**config.mk**
```make
export PLATFORM = sky130hd
export DESIGN_NAME = fb_arbiter
export DESIGN_NICKNAME = d
export VERILOG_FILES = /design/src/rtl/fb_arbiter.sv
export SDC_FILE = /design/constraint.sdc
export NUM_CORES = 1
export LEC_CHECK = 0
export CAP_MARGIN = 20
export CORE_MARGIN = 5
export CORE_UTILIZATION = 40
export CTS_BUF_LIST = sky130_fd_sc_hd__clkbuf_4
export CTS_CLUSTER_DIAMETER = 50
export DETAILED_ROUTE_END_ITERATION = 10
export HOLD_SLACK_MARGIN = 0.1
export PLACE_DENSITY = 0.82
export SYNTH_ARGS = -nofsm -noshare
export SYNTH_HDL_FRONTEND = slang
export SYNTH_SLANG_ARGS = --single-unit
```
**constraint.sdc**
```tcl
create_clock -name clk -period 2.7 [get_ports clk]
set_input_delay 0.54 -clock clk [delete_from_list [all_inputs] [get_ports clk]]
set_output_delay 0.54 -clock clk [all_outputs]
set_load 0.03 [all_outputs]
```
**src/rtl/fb_arbiter.sv**
```systemverilog
// rtl/fb_arbiter.sv - single-port framebuffer RAM arbiter for video scanout and host access
//
// Purpose: shares one synchronous-read single-port RAM between a stall-free
// video scanout fetch port and a host write/read port. Fixed priority is
// video, then host write, then host read. Each read's owner is carried in a
// one-bit tag, so returned data reaches only the requester that issued it.
// Optional feature macro: FB_ARB_WFIFO_EN. When it is defined, host writes are
// queued in a WF_DEPTH-entry FIFO that drains whenever video is idle.
// Without it, a host write goes straight to the RAM in the cycle it is accepted.
//
// Ports:
//   clk, rst                      single clock, synchronous active-high reset
//   vid_req, vid_addr             scanout fetch request (one word per cycle)
//   vid_data, vid_data_valid      scanout read return
//   wr_valid/wr_ready/wr_addr/wr_data   host write handshake
//   rd_valid/rd_ready/rd_addr     host read handshake
//   rd_data, rd_data_valid        host read return
//   mem_en, mem_we, mem_addr, mem_wdata, mem_rdata   single-port RAM side

module fb_arbiter #(
  parameter int AW       = 16,
  parameter int DW       = 8,
  parameter int WF_DEPTH = 4
) (
  input  logic          clk,
  input  logic          rst,
  input  logic          vid_req,
  input  logic [AW-1:0] vid_addr,
  output logic [DW-1:0] vid_data,
  output logic          vid_data_valid,
  input  logic          wr_valid,
  output logic          wr_ready,
  input  logic [AW-1:0] wr_addr,
  input  logic [DW-1:0] wr_data,
  input  logic          rd_valid,
  output logic          rd_ready,
  input  logic [AW-1:0] rd_addr,
  output logic [DW-1:0] rd_data,
  output logic          rd_data_valid,
  output logic          mem_en,
  output logic          mem_we,
  output logic [AW-1:0] mem_addr,
  output logic [DW-1:0] mem_wdata,
  input  logic [DW-1:0] mem_rdata
);

  // Grant encoding; state_q holds the previous cycle's grant.
  localparam logic [1:0] S_IDLE = 2'd0;
  localparam logic [1:0] S_VID  = 2'd1;
  localparam logic [1:0] S_HWR  = 2'd2;
  localparam logic [1:0] S_HRD  = 2'd3;

  logic [1:0]    state_q, state_d;
  logic          rd_tag_q, rd_tag_d;   // 1: in-flight read belongs to host, 0: video
  logic [AW-1:0] mem_addr_q;
  logic [DW-1:0] mem_wdata_q;
  logic [DW-1:0] vid_hold_q, rd_hold_q;
  logic          rd_pend;

  // Write candidate for this cycle, already qualified by reset and video priority.
  logic          wr_go;
  logic [AW-1:0] wr_go_addr;
  logic [DW-1:0] wr_go_data;

`ifdef FB_ARB_WFIFO_EN
  localparam int            PW       = $clog2(WF_DEPTH);
  localparam logic [PW:0]   FULL_CNT = (PW+1)'(WF_DEPTH);

  logic [AW-1:0] fifo_addr_q [WF_DEPTH];
  logic [DW-1:0] fifo_data_q [WF_DEPTH];
  logic [PW-1:0] wptr_q, rptr_q;
  logic [PW:0]   cnt_q;
  logic          fifo_full, fifo_empty, push;

  assign fifo_full  = (cnt_q == FULL_CNT);
  assign fifo_empty = (cnt_q == '0);
  assign push       = wr_valid && !fifo_full;
  assign wr_ready   = !fifo_full;
  assign wr_go      = !rst && !vid_req && !fifo_empty;
  assign wr_go_addr = fifo_addr_q[rptr_q];
  assign wr_go_data = fifo_data_q[rptr_q];
  // With an empty FIFO wr_ready is high, so a presented write is a winning write;
  // holding the read back keeps it behind every write accepted so far.
  assign rd_ready   = !vid_req && fifo_empty && !wr_valid;

  always_ff @(posedge clk) begin
    if (push) begin
      fifo_addr_q[wptr_q] <= wr_addr;
      fifo_data_q[wptr_q] <= wr_data;
    end
  end

  always_ff @(posedge clk) begin
    if (rst) begin
      wptr_q <= '0;
      rptr_q <= '0;
      cnt_q  <= '0;
    end else begin
      if (push)  wptr_q <= wptr_q + PW'(1);
      if (wr_go) rptr_q <= rptr_q + PW'(1);
      case ({push, wr_go})
        2'b10:   cnt_q <= cnt_q + (PW+1)'(1);
        2'b01:   cnt_q <= cnt_q - (PW+1)'(1);
        default: cnt_q <= cnt_q;
      endcase
    end
  end
`else
  assign wr_ready   = !vid_req;
  assign wr_go      = !rst && !vid_req && wr_valid;
  assign wr_go_addr = wr_addr;
  assign wr_go_data = wr_data;
  assign rd_ready   = !vid_req && !wr_valid;

  // The queue depth only matters when the FIFO is built; this empty block
  // marks the unsupported small-depth range.
  if (WF_DEPTH < 2) begin : g_wf_depth_unsupported
  end
`endif

  always_comb begin
    state_d = S_IDLE;
    if (!rst) begin
      if (vid_req)                    state_d = S_VID;
      else if (wr_go)                 state_d = S_HWR;
      else if (rd_valid && rd_ready)  state_d = S_HRD;
    end
  end

  // Address and write data hold their last values when nothing is granted.
  always_comb begin
    mem_en    = (state_d != S_IDLE);
    mem_we    = (state_d == S_HWR);
    mem_wdata = mem_wdata_q;
    case (state_d)
      S_VID:   mem_addr = vid_addr;
      S_HWR: begin
        mem_addr  = wr_go_addr;
        mem_wdata = wr_go_data;
      end
      S_HRD:   mem_addr = rd_addr;
      default: mem_addr = mem_addr_q;
    endcase
  end

  always_comb begin
    rd_tag_d = rd_tag_q;
    if (state_d == S_HRD)      rd_tag_d = 1'b1;
    else if (state_d == S_VID) rd_tag_d = 1'b0;
  end

  // RAM data is valid the cycle after a read grant; the tag picks the owner.
  assign rd_pend        = (state_q == S_VID) || (state_q == S_HRD);
  assign vid_data_valid = rd_pend && !rd_tag_q;
  assign rd_data_valid  = rd_pend && rd_tag_q;
  assign vid_data       = vid_data_valid ? mem_rdata : vid_hold_q;
  assign rd_data        = rd_data_valid  ? mem_rdata : rd_hold_q;

  always_ff @(posedge clk) begin
    if (rst) begin
      state_q     <= S_IDLE;
      rd_tag_q    <= 1'b0;
      mem_addr_q  <= '0;
      mem_wdata_q <= '0;
      vid_hold_q  <= '0;
      rd_hold_q   <= '0;
    end else begin
      state_q     <= state_d;
      rd_tag_q    <= rd_tag_d;
      mem_addr_q  <= mem_addr;
      mem_wdata_q <= mem_wdata;
      if (vid_data_valid) vid_hold_q <= mem_rdata;
      if (rd_data_valid)  rd_hold_q  <= mem_rdata;
    end
  end

endmodule

```
==> run metrics <==
Worst VDD drop=about 0.25 mV; FF+latch count, synth=42; Iter 0 DRT Violations=96; Tmin final=2.61 ns; outcome=completed; Gate power share=between 30% and 40%; dpl ws=-0.202 ns; Final Hold Viols=0; io pins=115; Mapped Avg Cell Area=slightly below 10 um^2; core region area=5170 um^2; Total GRT Usage=18.8%; post-synthesis sequential area ratio=between 30% and 40%; Worst setup EP type=output port; Vias=2169; Int Pwr=0.00113 W; TritonCTS Buffers=5; WL final=6.80 mm; CP Max Fanout=9; Area Overhead vs Synth=63.6%; Hold Startpoint=rd_tag_q$_SDFFE_PP0P_; Power per Cell Area=458 nW/um^2; period utilization=96.8%; largest net degree at the start of global routing=60; CP required=2.16 ns; Setup CP Type=in -> out; H-tree levels=2; CP Launch Type=primary input; # Max-Cap Violations=0; Pre-Repair DR Iteration Count=5; Reg2Reg Launch Point=rd_tag_q$_SDFFE_PP0P_; Starting Density=41.7%; initial antenna violation count=0; Max Buffers Root-to-Sink=2; Ys Warns=0; first-pass GRT wire length=10.8 mm; Net Count, Synth=287; Final setup violation count=0; Routed wire per std cell=16.5 um; hold depth=2; Least-Margin Pin Slew=0.411 ns; site row count=26; Hold WS=0.489 ns; GPL Wtd Cong=0.803; Cells after Synth=218; clock skew=0.0149 ns; R2R Path End=rd_hold_q[2]$_SDFF_PP0_; DRT antenna net count=0; sequential power share=approximately two fifths; Distinct cells, synth=24; Clk network pwr share=about a quarter; fillers=442; Fmax=roughly 380 MHz; P_sw=0.000483 W; worst rel slew slack=72.6%; Setup WS post-layout=0.0864 ns; post-DR vias/cell=5.26; vias in the first global route=2229; most frequent cells in the layout=clkdlybuf4s50_1, dfxtp_1, buf_4; Worst Hold End=rd_tag_q$_SDFFE_PP0P_; # DRC=0; Port Buffers=~110; global route total overflow=0; clock-pin slew on the worst setup and hold paths=0.12 ns; hpwl dp=around 5.0 mm; share of layout cells above drive strength 1=26.3%; fin nets=roughly 400; leakage=1.47 nW; worst path arrival time=2.07 ns; worst hold path class=reg -> reg; Ant. Diodes=0; cts hold-fix bufs=0; Die Area=6960 um^2; Die H=83.4 um; CTS Root Cell=clkbuf_4; TritonCTS clock tree=yes; clock sinks=42; area of the multi-input gates=1220 um^2; r2r setup slk=1.42 ns; sw frac=29.9%; register area=841 um^2; die width=about 83 um; synthesized area=2160 um^2; commonest non-fill, non-tap cell in the layout=clkdlybuf4s50_1; Max Slew Vio Count=0; reg2reg path depth=3; Worst-Skew Late Latency=0.36 ns
==> how the worst max path moves through the flow <==
stage          startpoint      endpoint  slack [ns]
6_report         wr_valid  mem_wdata[1]        0.09
5_1_grt          wr_valid  mem_wdata[1]       -0.02
4_1_cts          rd_valid  mem_addr[14]        0.02
3_5_place_dp     wr_valid  mem_wdata[1]       -0.20
3_3_place_gp     wr_valid  mem_wdata[2]       -0.19
2_1_floorplan     vid_req   mem_addr[0]        0.33
==> critical path: stages <==
cell	delay (ns)
clkdlybuf4s50_1	0.47
nor3b_2	0.15
buf_4	0.19
mux2_2	0.36
dlygate4sd2_1	0.36
==> what timing repair did <==
item | CTS | global route
endpoints found under the setup margin | 25 | 24
setup buffers | 3 | 0
resized for setup | 9 | 9
==> per-layer routing <==
layer	wire, um	up-vias	GRT usage (%)
met4	89	0	5.70
met3	490	14	5.64
met5	0	-	0
met2	3400	90	33.2
li1	-	1038	-
met1	2810	1027	21.6
==> Yosys cell counts <==
library cell | n | share of area (%)
a211oi_1 | 17 | 5.9
a21oi_1 | 1 | 0.23
a221oi_1 | 16 | 6.5
a2bb2oi_1 | 7 | 2.8
a2bb2oi_2 | 9 | 6.3
buf_1 | 1 | 0.17
buf_2 | 9 | 2.1
buf_4 | 1 | 0.35
buf_6 | 2 | 1.0
buf_8 | 1 | 0.70
clkbuf_1 | 6 | 1.0
clkinv_1 | 1 | 0.17
dfxtp_1 | 42 | 39
inv_1 | 2 | 0.35
mux2_2 | 24 | 13
nand2_1 | 1 | 0.17
nand2b_1 | 9 | 2.6
nand3_1 | 16 | 3.7
nor2_1 | 17 | 3.0
nor2b_1 | 25 | 7.3
nor2b_4 | 1 | 0.64
nor3b_1 | 1 | 0.35
or2b_1 | 8 | 2.8
or3_1 | 1 | 0.29
==> final cells by class <==
class	count	share of cell area (%)
clock inverter	2	1.06
timing repair buffer	136	36.5
multi-input combinational	153	34.5
inverter	3	0.319
sequential	42	23.8
tap	70	2.48
clock buffer	6	1.28
==> flip-flops by register name, summed over array words and instances (netlist names) <==
register,count
state_q,1
vid_hold_q,8
mem_addr_q,16
rd_hold_q,8
rd_tag_q,1
mem_wdata_q,8
==> cell families after synthesis <==
logic type      share of synthesized area (%)
simple gates                             20.8
compound gates                           21.8
flops                                    39.0
mux                                      12.5
buf+inv                                  5.92
==> metrics by stage <==
stage               total power (W)  area (um^2)  TNS (ns)  cells  util [%]
floorplan                  0.000965         2160         0    218         -
global placement            0.00119         3370     -2.74    401      65.2
detailed placement          0.00120         3370     -3.47    401      65.2
CTS                         0.00162         3490         0    412      67.6
global route                0.00169         3530   -0.0938    412      68.2
finish                      0.00161         3530         0    412      68.2
==> power by group through the flow <==
| stage | clock network (W) | registers (W) | logic (W) |
|---|---|---|---|
| after global placement | 0 | 0.000683 | 0.000510 |
| after detailed placement | 0 | 0.000684 | 0.000517 |
| final | 0.000417 | 0.000670 | 0.000527 |
| after floorplan | 0 | 0.000680 | 0.000284 |
| after global routing | 0.000455 | 0.000675 | 0.000557 |
| after CTS | 0.000429 | 0.000671 | 0.000524 |
No activity file was read; power rests on OpenSTA's default activity.
